## src/rtl/pmod_shift_out.sv

```systemverilog
// MSB-first serializer for a 74HC595-style shift register: serial clock, serial data, latch.
// Define PMOD_SHIFT_OUT_DOUBLE_BUF_EN to add a one-word holding buffer for gapless frames.
module pmod_shift_out #(
    parameter int width_p   = 8,
    parameter int clk_div_p = 6
) (
    input  logic               clk_i,
    input  logic               reset_n_async_i,
    input  logic               clear_i,
    input  logic               valid_i,
    input  logic [width_p-1:0] data_i,
    output logic               ready_o,
    output logic               sclk_o,
    output logic               sdo_o,
    output logic               latch_o,
    output logic               busy_o
);

    localparam int div_w_lp = $clog2(clk_div_p + 1);
    localparam int cnt_w_lp = $clog2(width_p + 1);
    localparam logic [div_w_lp-1:0] div_last_lp = div_w_lp'(clk_div_p - 1);
    localparam logic [cnt_w_lp-1:0] bit_last_lp = cnt_w_lp'(width_p - 1);

    typedef enum logic [1:0] {
        IDLE  = 2'd0,
        SHIFT = 2'd1,
        LATCH = 2'd2
    } state_e;

    state_e              state_q, state_d;
    logic [div_w_lp-1:0] div_q, div_d;
    logic [cnt_w_lp-1:0] bit_q, bit_d;
    logic [width_p-1:0]  shreg_q, shreg_d;
    logic [width_p-1:0]  shifted;
    logic                sclk_q, sclk_d;
    logic                sdo_q, sdo_d;
    logic                latch_q, latch_d;
    logic                busy_q, busy_d;
    logic                half_done;
    logic                accept;

    // Handshake: a word transfers on a rising clk_i edge where valid_i && ready_o && !clear_i;
    // ready_o never depends on valid_i, and data_i is ignored whenever no transfer happens.
`ifdef PMOD_SHIFT_OUT_DOUBLE_BUF_EN
    logic               buf_full_q, buf_full_d;
    logic [width_p-1:0] buf_q, buf_d;

    assign ready_o = !buf_full_q;
`else
    assign ready_o = (state_q == IDLE);
`endif

    assign accept    = valid_i && ready_o && !clear_i;
    assign half_done = (div_q == div_last_lp);
    assign shifted   = shreg_q << 1;

    always_comb begin
        state_d = state_q;
        div_d   = div_q;
        bit_d   = bit_q;
        shreg_d = shreg_q;
        sclk_d  = sclk_q;
        sdo_d   = sdo_q;
        latch_d = latch_q;
        busy_d  = busy_q;
`ifdef PMOD_SHIFT_OUT_DOUBLE_BUF_EN
        buf_full_d = buf_full_q;
        buf_d      = buf_q;
`endif
        if (clear_i) begin
            state_d = IDLE;
            div_d   = '0;
            bit_d   = '0;
            shreg_d = '0;
            sclk_d  = 1'b0;
            sdo_d   = 1'b0;
            latch_d = 1'b0;
            busy_d  = 1'b0;
`ifdef PMOD_SHIFT_OUT_DOUBLE_BUF_EN
            buf_full_d = 1'b0;
`endif
        end else begin
            unique case (state_q)
                IDLE: begin
                    if (accept) begin
                        state_d = SHIFT;
                        shreg_d = data_i;
                        sdo_d   = data_i[width_p-1];
                        div_d   = '0;
                        bit_d   = '0;
                        busy_d  = 1'b1;
                    end
                end
                SHIFT: begin
                    if (!half_done) begin
                        div_d = div_q + div_w_lp'(1);
                    end else begin
                        div_d = '0;
                        if (!sclk_q) begin
                            sclk_d = 1'b1;
                        end else begin
                            // Falling edge: the receiver has already sampled on the rise.
                            sclk_d = 1'b0;
                            if (bit_q == bit_last_lp) begin
                                state_d = LATCH;
                                sdo_d   = 1'b0;
                                latch_d = 1'b1;
                            end else begin
                                shreg_d = shifted;
                                sdo_d   = shifted[width_p-1];
                                bit_d   = bit_q + cnt_w_lp'(1);
                            end
                        end
                    end
                end
                LATCH: begin
                    if (!half_done) begin
                        div_d = div_q + div_w_lp'(1);
                    end else begin
                        div_d   = '0;
                        latch_d = 1'b0;
`ifdef PMOD_SHIFT_OUT_DOUBLE_BUF_EN
                        // A held word, or one arriving right now, starts with no idle gap.
                        if (buf_full_q) begin
                            state_d    = SHIFT;
                            shreg_d    = buf_q;
                            sdo_d      = buf_q[width_p-1];
                            bit_d      = '0;
                            buf_full_d = 1'b0;
                        end else if (accept) begin
                            state_d = SHIFT;
                            shreg_d = data_i;
                            sdo_d   = data_i[width_p-1];
                            bit_d   = '0;
                        end else begin
                            state_d = IDLE;
                            busy_d  = 1'b0;
                        end
`else
                        state_d = IDLE;
                        busy_d  = 1'b0;
`endif
                    end
                end
                default: begin
                    state_d = IDLE;
                end
            endcase
`ifdef PMOD_SHIFT_OUT_DOUBLE_BUF_EN
            if (accept && (state_q != IDLE) &&
                !((state_q == LATCH) && half_done && !buf_full_q)) begin
                buf_full_d = 1'b1;
                buf_d      = data_i;
            end
`endif
        end
    end

    always_ff @(posedge clk_i or negedge reset_n_async_i) begin
        if (!reset_n_async_i) begin
            state_q <= IDLE;
            div_q   <= '0;
            bit_q   <= '0;
            shreg_q <= '0;
            sclk_q  <= 1'b0;
            sdo_q   <= 1'b0;
            latch_q <= 1'b0;
            busy_q  <= 1'b0;
        end else begin
            state_q <= state_d;
            div_q   <= div_d;
            bit_q   <= bit_d;
            shreg_q <= shreg_d;
            sclk_q  <= sclk_d;
            sdo_q   <= sdo_d;
            latch_q <= latch_d;
            busy_q  <= busy_d;
        end
    end

`ifdef PMOD_SHIFT_OUT_DOUBLE_BUF_EN
    always_ff @(posedge clk_i or negedge reset_n_async_i) begin
        if (!reset_n_async_i) begin
            buf_full_q <= 1'b0;
            buf_q      <= '0;
        end else begin
            buf_full_q <= buf_full_d;
            buf_q      <= buf_d;
        end
    end
`endif

    assign sclk_o  = sclk_q;
    assign sdo_o   = sdo_q;
    assign latch_o = latch_q;
    assign busy_o  = busy_q;

endmodule
```

## config.mk

```make
export PLATFORM = sky130hd
export DESIGN_NAME = pmod_shift_out
export DESIGN_NICKNAME = d
export VERILOG_FILES = /design/src/rtl/pmod_shift_out.sv
export SDC_FILE = /design/constraint.sdc
export NUM_CORES = 1
export LEC_CHECK = 0
export CELL_PAD_IN_SITES_DETAIL_PLACEMENT = 0
export CELL_PAD_IN_SITES_GLOBAL_PLACEMENT = 1
export CORE_MARGIN = 4
export CORE_UTILIZATION = 35
export DETAILED_ROUTE_END_ITERATION = 10
export PLACE_DENSITY_LB_ADDON = 0.1
export SETUP_SLACK_MARGIN = 0.4
export SLEW_MARGIN = 20
export SYNTH_ARGS = -nofsm -noshare
export SYNTH_HDL_FRONTEND = slang
export SYNTH_SLANG_ARGS = --single-unit
```

## constraint.sdc

```tcl
create_clock -name clk_i -period 3 [get_ports clk_i]
set_clock_uncertainty 0.1 [all_clocks]
set_input_delay 0.45 -clock clk_i [delete_from_list [all_inputs] [get_ports clk_i]]
set_output_delay 0.45 -clock clk_i [all_outputs]
set_load 0.005 [all_outputs]
```

# After elaboration in Yosys (flattened, before gate mapping)
# Index checks and enable logic that the tools add are counted.
# W data, S select, Z words.
[totals]
ff_bits = 20
in_bits = 12
out_inout_bits = 5
[op_classes]
n_mux = 42
addsub = 2
reduce_logical = 18
eq_ne = 10
[ops]
columns = ["cell", "count"]
rows = [
  ["$mux W7", 5],
  ["$mux W4", 5],
  ["$mux W1", 16],
  ["$ne A3 B3 Y1 const B", 5],
  ["$reduce_and A5 Y1", 3],
  ["$pmux W7 S2", 1],
  ["$mux W2", 6],
  ["$reduce_bool A3 Y1", 4],
  ["$mux W3", 3],
  ["$pmux W4 S2", 1],
  ["$pmux W1 S2", 3],
  ["$pmux W2 S3", 1],
  ["$pmux W3 S2", 1],
  ["$add A4 B1 Y4 const B", 1],
  ["$eq A4 B3 Y1 const B", 1],
  ["$reduce_and A2 Y1", 2],
  ["$reduce_and A4 Y1", 1],
  ["$reduce_bool A2 Y1", 2],
  ["$add A3 B1 Y3 const B", 1],
  ["$eq A3 B3 Y1 const B", 1],
  ["$ne A3 B2 Y1 const B", 1],
  ["$reduce_and A3 Y1", 1],
  ["$eq A2 B1 Y1 const B", 1],
  ["$eq A2 B2 Y1 const B", 1],
  ["4 further kinds", 5],
]

# Logic depth before layout (Yosys ltp)
# Gate-level depths: netlist of the first run.
[logic_depth]
word_depth = 6
mapped_depth = 8
depth_no_buf = 6

# Least setup slack after synthesis of the first run
# OpenSTA, ideal clock, no wires.
[synth_timing]
path_kind = "flip-flop to flip-flop"
start = "register state_q[1]"
end = "register shreg_q[1]"
n_path_buf = 2
synth_period_minus_slack_ns = 1.990
t_required_ns = 2.775
arrival_ns = 1.765
setup_ns = 0.125
setup_slack_ns = 1.010
path_stages_with_launch = 9
cell_sequence = "dfrtp_1 inv_1 ha_1 buf_6 and2b_4 a22oi_4 o31a_2 buf_6 mux2_4"
[synth_via]
elab_chain_len = 5
elab_cells_between_ends = 12
[synth_rtl]
columns = ["item", "line", "source"]
rows = [
  ["start, declared", "30", "state_e state_q, state_d;"],
  ["start signal, assigned", "170", "state_q <= state_d;"],
  ["$logic_not A2 Y1", "50, 83", ""],
  ["$logic_and A1 B1 Y1 (2 in series)", "53", "assign accept = valid_i && ready_o && !clear_i;"],
  ["$ne A3 B2 Y1 (no line)", "n/a", ""],
  ["$reduce_and A5 Y1 (no line)", "n/a", ""],
  ["end signal, assigned", "173", "shreg_q <= shreg_d;"],
  ["end, declared", "33", "logic [width_p-1:0] shreg_q, shreg_d;"],
]
# Several ways; a longest one is shown, not always the timed one.
# A chain may end at the register's enable or synchronous reset.

# Worst setup path in the final report of the first run
[layout_timing]
start = "register state_q[1]"
end = "register shreg_q[4]"
# Same word-level chain as after synthesis.

==> results.toml, run 1 <==
[detailed_routing]
post_drt_via_cell_ratio = 4.94
drc = 0
routed_wl_mm = 2.36
first_pass_iters = 2
ant_nets = 0
dr_total_vias = 854
drt-initial-drc-count = 35
drt-wirelength-per-cell_um = 13.6

[sta]
final-setup-viol-count = 0
drv_slew = 0
finalCritPeriodShare = 0.805
setup_tns_ns = 0
worstMarginPinSlew_ns = 0.707
final.min_clock_period_ns = 2.42
hold_ws_ns = 0.380
slew_headroom = 0.524
fmax_mhz = 414
rsz0062_at_grt = "no"
final_hold_viol_count = 0

[die]
start_util = 0.373
die_h_um = 65.7
pin_count = 17
die_area_sq_um = 4320
num_rows = 20
coreArea_sq_um = 3130
die_w_um = 65.7

[power]
p_switching_w = 0.000369
comb_power_share = 0.424
p_seq_frac = 0.374
swShare = 0.335
power_leakage_nw = 0.643
clkPwrFrac = 0.203
ir_drop_mv = 0.284
powerDensity_nw_per_um2 = 776
intPower_w = 0.000731

[synth]
synth_simple_gate_area_share = 0.146
synth_xor_area_frac = 0.00751
netlist_area_sq_um = 1170
synthAdderAreaFrac = 0.0536
synth_top_area_cell = "dfrtp_1"
synth_fp_nets = 128
avgSynthCellArea_sq_um = 10.5
ys_seq_area_frac = 0.429
synth_top_area_share = 0.429
synthFlopType = "dfrtp_1"
synth_compound_area_frac = 0.173
synth_top_family_by_area = "compound AO/OA/AOI/OAI gates"
synth_cell_types = 35
ys_warn_count = 0
synth_cells = 111
ys_async_sr_fraction = 1.00
ys_ff_latch = 20
synthMuxAreaShare = 0.129
synthTopCellsByArea = "dfrtp_1, mux2_4, ha_1, mux2i_1, a21oi_1"
synth_edf_count = 0

[setup_path]
timing.critical_path.slowest_cell_delay_ns = 0.42
crit_path_max_fanout = 11
endpoint_kind = "register"
criticalPathCategory = "reg2reg"
critical_path.cell_chain = "inv_1 -> ha_2 -> or2b_1 -> a22oi_4 -> o31a_2 -> mux2_4"
worstPathRequired_ns = 3.10
cp.arrival_ns = 2.52
critPathLaunchType = "register"
cpMaxStageDelayCell = "dfrtp_1"

[layout]
antenna_cells = 0
drive_above_1_share = 0.140
num-nets-final = 147
stdcell_count = 173
syn_to_final_growth_pct = 21.5

[clock_network]
insertion_delay_ns = 0.30
cts_buffers = 3
clk_pin_slew_ns = 0.12
cts_buffer_depth = 2
clock_sinks = 20
root_buffer = "clkbuf_4"
cts_tree = "built"
hold_buffers = 0
h-tree-depth = 1

[grt]
grt_use_total = 0.126
antenna_found_initial = 0
overflow = 0
grt_pass1_vias = 890
grt_pass1_wl_mm = 4.11
grt_max_degree = 21

[status]
outcome = "completed"

[placed_design]
dpl.hpwl_mm = 1.75
dp_cells = 169
port-buffer-count = 16
gp_congestion = 0.748

[hold_path]
hold_class = "in2async"

[run]
maxCapViolCount = 0
==> synthesized netlist by cell type, types with 2 or more instances <==
cell,count
dfrtp_1,20
inv_1,10
nor2_1,10
a21oi_1,9
mux2_4,6
mux2i_1,6
nand3_1,6
ha_1,5
o21ai_0,5
nand2_1,4
a31oi_1,3
a22o_1,2
buf_6,2
o22ai_1,2
==> path summary, 6_finish.rpt <==
| kind | start | to | slack [ns] | cells past startpoint |
|---|---|---|---|---|
| setup / recovery | state_q[1] | shreg_q[4] | 0.58 | 6 |
| hold / removal | reset_n_async_i | state_q[0] | 0.38 | 2 |
| setup reg to reg | state_q[1] | shreg_q[4] | 0.58 | 6 |
| hold reg to reg | shreg_q[6] | shreg_q[6] | 0.43 | 1 |
| max in group asynchronous | reset_n_async_i | shreg_q[4] | 2.20 | 2 |
| min in group clk_i | shreg_q[6] | shreg_q[6] | 0.43 | 1 |
==> timing repair <==
action | 4_1_cts | 5_1_grt
buffers inserted | 0 | 0
setup endpoints to repair | 0 | 6
gates resized for setup | 0 | 1
==> layout make-up <==
type	instances	area, sq um
Fill cell	316	1710
Multi-Input combinational cell	77	596
Sequential cell	20	500
Timing Repair Buffer	18	175
Tap cell	44	55.1
Inverter	10	37.5
Clock inverter	1	30.0
Clock buffer	3	22.5
==> power groups by stage <==
| stage | sequential, W | clock (W) | combinational, W |
|---|---|---|---|
| after global routing | 0.000425 | 0.000245 | 0.000518 |
| after global placement | 0.000418 | 0 | 0.000459 |
| after floorplan | 0.000398 | 0 | 0.000362 |
| after CTS | 0.000412 | 0.000232 | 0.000470 |
| final | 0.000411 | 0.000223 | 0.000466 |
| after detailed placement | 0.000416 | 0 | 0.000467 |
==> worst max-delay path: cells and delay by family, from the launching register on <==
kind / cells / cell delay (ns)
DFF: 1 / 0.42
buffers and inverters: 1 / 0.11
muxes: 1 / 0.33
AOI/OAI and AO/OA: 2 / 0.66
adders and majority gates: 1 / 0.38
and+or+nand+nor: 1 / 0.30
==> through the flow <==
step           instance area [sq um]  worst slack (ns)  utilization  power (W)
6_report                        1420             0.585        0.453    0.00110
5_1_grt                         1420             0.467        0.453    0.00119
4_1_cts                         1410             0.410        0.452    0.00111
3_5_place_dp                    1360             0.447        0.435   0.000883
3_3_place_gp                    1360             0.478        0.435   0.000877
2_1_floorplan                   1170              1.01            -   0.000760
==> registers in the layout, summed over array words and instances, names as in the netlist <==
signal,count
shreg_q,7
bit_q,4
div_q,3
state_q,2
busy_o,1
latch_o,1
sclk_o,1
sdo_o,1
==> cell usage in the layout, fill, tap and decap left out, types with 2 or more instances in the layout <==
master           count
o22ai_1              2
a21oi_1              9
a31oi_1              3
clkbuf_4             3
o21ai_0              5
ha_1                 4
mux2i_1              6
inv_1               10
dfrtp_1             20
buf_4                2
nor2_1              10
clkdlybuf4s50_1     16
nand3_1              6
a22o_1               2
nand2_1              4
mux2_4               6
==> layer usage <==
metal  track usage  routed length [um]
met5             0                   0
met4        0.0622                  37
met3        0.0239                  83
met2         0.181                1010
met1         0.178                1230
==> logic make-up (layout without fill, tap and decap cells) <==
group | count (synthesis) | count (layout)
fa+ha+maj | 5 | 5
simple gates | 30 | 30
compound gates | 29 | 29
flops | 20 | 20
buf+inv | 14 | 32
mux | 12 | 12
xor+xnor | 1 | 1
Note: power is estimated with default switching activity, not from simulation.
==> inputs of run 2 (changes only) <==
==> constraint.sdc (replaced) <==
create_clock -name clk_i -period 2.3 [get_ports clk_i]
set_clock_uncertainty 0.1 [all_clocks]
set_input_delay 0.345 -clock clk_i [delete_from_list [all_inputs] [get_ports clk_i]]
set_output_delay 0.345 -clock clk_i [all_outputs]
set_load 0.005 [all_outputs]
==> results.toml, run 2 (same netlist as run 1, synthesis figures left out) <==
[power]
powerDensity_nw_per_um2 = 1040
ir_drop_mv = 0.399
power_leakage_nw = 0.713

[setup_path]
r2r_cells = 7
cp.arrival_ns = 2.02
criticalPathCategory = "reg2reg"
endpoint_kind = "register"
r2r_slack_ns = 0.38
rr_endpoint = "shreg_q[1]"
critPathLaunchType = "register"
crit_path_max_fanout = 5
worstPathRequired_ns = 2.40
timing.rr.start = "state_q[1]"

[layout]
num-nets-final = 160
final_cell_mix = "dfrtp_1, clkdlybuf4s50_1, buf_4"
stdcell_count = 186
syn_to_final_growth_pct = 33.9
antenna_cells = 0
final_core_util = 0.499
design_area_sq_um = 1560
biggestRegsByFlops = "shreg_q (7), bit_q (4), div_q (3)"
drive_above_1_share = 0.261
final_common_cell = "dfrtp_1"
top_register = "shreg_q"
largest_reg_flops = 7

[grt]
antenna_found_initial = 0
top_usage_layer = "met2"
overflow = 0
grt_pass1_wl_mm = 4.57
grt_max_degree = 21
grt_use_total = 0.139
use_met3 = 0.0308
met2_usage = 0.223
grt_pass1_vias = 931
grt_util_met1 = 0.181

[die]
die_w_um = 65.7
die_h_um = 65.7
pin_count = 17
coreArea_sq_um = 3130
die_area_sq_um = 4320
start_util = 0.373
num_rows = 20

[sta]
final.min_clock_period_ns = 1.92
drv_slew = 0
worstMarginPinSlew_ns = 0.417
final-setup-viol-count = 0
rsz0062_at_grt = "yes"
fmax_mhz = 521
setup_tns_ns = 0
finalCritPeriodShare = 0.834
fin_ws_ns = 0.382
final_hold_viol_count = 0
slew_headroom = 0.720

[status]
outcome = "completed"

[detailed_routing]
drt-initial-drc-count = 38
dr_total_vias = 919
post_drt_via_cell_ratio = 4.94
drt-wirelength-per-cell_um = 14.1
routed_wl_mm = 2.63
drc = 0
first_pass_iters = 5
ant_nets = 0

[hold_path]
hold_class = "in2async"

[placed_design]
dpl_cell_area_sq_um = 1410
dp_cells = 173
port-buffer-count = 16
dpl.hpwl_mm = 1.81
place_ws_ns = 0.113
gp_congestion = 0.728

[clock_network]
clock_sinks = 20
cts_buffers = 3
cts_buffer_depth = 2
h-tree-depth = 1
cts_tree = "built"
clk_pin_slew_ns = 0.14
insertion_delay_ns = 0.31
root_buffer = "clkbuf_4"

[run]
maxCapViolCount = 0
## run 2: cell types whose count changed in the layout (fill, tap and decap cells not counted), moves of 2 or more
cell / delta
ha_4: +2
buf_4: +11
inv_1: -2
inv_2: +2
## run 2: critical path: stages (launching register included)
cell and delay (ns):
dfrtp_1 0.39, inv_2 0.08, ha_4 0.17, buf_6 0.11
or2b_1 0.24, a22oi_4 0.19, o31a_4 0.24, mux2_4 0.31
## run 2: metal layers
layer  up-vias  part of all wire
li1        462                 -
met1       441              0.49
met2        14              0.46
met3         2             0.036
met4         0            0.0076
met5         -                 0
## run 2: stage by stage
| stage | power [W] | hold slack, ns |
|---|---|---|
| 6_report | 0.00163 | 0.252 |
| 5_1_grt | 0.00175 | 0.261 |
| 4_1_cts | 0.00159 | 0.256 |
| 3_5_place_dp | 0.00120 | 0.404 |
| 3_3_place_gp | 0.00120 | 0.399 |
| 2_1_floorplan | 0.00101 | -0.0506 |
## run 2: final cells by class
class	instances	area, sq um
multi-input combinational	78	648
clock inverter	1	30.0
timing repair buffer	30	268
clock buffer	3	22.5
sequential	20	500
tap	44	55.1
inverter	10	37.5
fill	295	1570
## run 2: report_power, final
| group | switching [W] | internal, W | total [W] |
|---|---|---|---|
| clock network | 0.000123 | 0.000176 | 0.000299 |
| logic | 0.000344 | 0.000448 | 0.000792 |
| registers | 0.0000769 | 0.000460 | 0.000537 |
| total | 0.000544 | 0.00108 | 0.00163 |
## run 2: worst max path at each step
stage	startpoint	to	slack, ns	cells after the start
2_1_floorplan	state_q[0]	shreg_q[1]	0.33	7
3_3_place_gp	clear_i	shreg_q[3]	0.14	5
3_5_place_dp	clear_i	shreg_q[1]	0.11	5
4_1_cts	state_q[1]	shreg_q[1]	0.39	7
5_1_grt	state_q[1]	shreg_q[1]	0.31	7
6_report	state_q[1]	shreg_q[1]	0.38	7
## run 2: timing repair
item	in CTS	in global routing
gates cloned	1	0
endpoints found under the setup margin	11	12
hold buffers	0	0
resized for setup	4	3
buffers inserted	6	2
pin swaps	3	2
==> RTL edit (settings of run 1) <==
Build with the macro `PMOD_SHIFT_OUT_DOUBLE_BUF_EN` defined.
--- a/src/rtl/pmod_shift_out.sv
+++ b/src/rtl/pmod_shift_out.sv
@@ -1,5 +1,7 @@
 // MSB-first serializer for a 74HC595-style shift register: serial clock, serial data, latch.
 // Define PMOD_SHIFT_OUT_DOUBLE_BUF_EN to add a one-word holding buffer for gapless frames.
+`define PMOD_SHIFT_OUT_DOUBLE_BUF_EN
+
 module pmod_shift_out #(
     parameter int width_p   = 8,
     parameter int clk_div_p = 6
Formal check against the unedited RTL: not equivalent (Yosys sat finds a counterexample within 4 cycles, from zero or initial values and one cycle with reset_n_async_i low).
==> RTL edit against run 1 <==
Combinational power grew 34%; wire length grew 61%; global-route usage grew 1.3 points; clock power grew 61%; area after synthesis grew 41%; design area grew 37%; sequential power grew 47%; power grew 45%; sequential cell count grew 9; setup slack gained 0.095 ns; critical path type unchanged; largest cell class unchanged.
==> RTL edit: results (changes against run 1) <==
outcome = finished, final reports clean
cell area after placement = 1840 sq um (+35%)
clk_lat worst skew = 0.28 ns (-0.02 ns)
die width = 76.6 um (+17%)
CTS buffer count = 5 (+2)
gr usage total = 13.9% (+1.3 points)
vias per cell = 5.83 (+18%)
largest cells by area after synthesis = dfrtp_1, mux2_2, o2bb2ai_1
Iteration-0 DRC Markers = 88 (+150%)
number of global-route vias before repair = 1,288 (+45%)
slowest cell delay on critical path = 0.55 ns (+0.13 ns)
non-filler instance count after layout = 222 (+28%)
Lkg Pwr = 0.000820 uW (+27%)
placed cell count = 214 (+27%)
GPL Wtd Cong = 0.764 (+2.2%)
biggest regs = buf_q (8), shreg_q (7), bit_q (4)
H-tree Lvls = 2 (+1)
initial antenna violation count = 0 (unchanged)
Biggest register = buf_q
Clock Pin Slew Worst Setup and Hold Paths = 0.06 ns (-0.06 ns)
Switching Share = 37.0% (+3.5 points)
Crit-path slowest cell = or4_1
DPL Wire Length = 2700 um (+54%)
drt pass-1 iters = 5 (+3)
Seq/Total Area, Yosys = 44.1% (+1.2 points)
slew of the pin with the lowest slew margin = 0.588 ns (-0.119 ns)
final hold slack = 0.392 ns (+0.0125 ns)
largest net degree at the start of global routing = 30 (+43%)
Syn Nets = 171 (+34%)
top post-synthesis cells by count = dfrtp_1, o2bb2ai_1, mux2_2, nand2_1
fillers = 449 (+42%)
CP arrival = 2.38 ns (-0.14 ns)
wire length of the first global-routing pass = 6440 um (+57%)
CP top delay family = simple AND/OR/NAND/NOR gates
RTL edit: final timing paths:
check / startpoint / depth (start not counted) / end
worst max-delay path: state_q[0] / 6 / shreg_q[2]
worst min-delay path: shreg_q[3] / 1 / shreg_q[3]
worst max register to register: state_q[0] / 6 / shreg_q[2]
worst min register to register: shreg_q[3] / 1 / shreg_q[3]
max in group asynchronous: reset_n_async_i / 2 / div_q[1]
min in group asynchronous: reset_n_async_i / 2 / state_q[1]
RTL edit: power groups by stage:
stage                     Sequential [uW]  Clock (uW)  Combinational [uW]
after floorplan                       588           0                 467
after global placement                608           0                 619
after detailed placement              613           0                 628
after CTS                             606         369                 631
after global routing                  625         385                 690
final                                 606         360                 626
RTL edit: layout make-up:
type                            instances  area share [%]
Multi-Input combinational cell        111            44.2
Inverter                                3           0.579
Clock buffer                            7            4.95
Sequential cell                        29            37.3
Timing Repair Buffer                   19            9.39
Tap cell                               52            3.34
Clock inverter                          1           0.257
RTL edit: worst register-to-register path: stages, from the launching register on:
cell       delay (ns)
dfrtp_1          0.47
inv_1            0.10
ha_1             0.35
or4_1            0.55
o221ai_2         0.15
or3b_1           0.37
o2bb2ai_1        0.11
RTL edit: cells by family (layout without fill, tap and decap cells):
logic type	count (synthesis)	count (layout)	share of synthesized area, %
adders and majority gates	6	6	4.56
and+or+nand+nor	43	43	16.3
buffers and inverters	13	30	3.72
muxes	8	8	5.47
DFF	29	29	44.1
xor gates and xnor gates	2	2	1.06
AOI/OAI and AO/OA	52	52	24.8
RTL edit: stage by stage:
step	utilization [%]	worst slack [ns]	power [uW]
6_report	43.8	0.679	1590
2_1_floorplan	-	0.945	1050
4_1_cts	43.8	0.675	1610
3_5_place_dp	41.5	0.515	1240
3_3_place_gp	41.5	0.556	1230
5_1_grt	43.8	0.494	1700
RTL edit: metal layers:
layer  vias to the layer above  part of all wire, %  track usage [%]
li1                        623                    -                -
met1                       637                   51             19.6
met2                        29                   42             19.6
met3                         6                  5.6             4.61
met4                         0                  1.4             4.89
met5                         -                    0                0
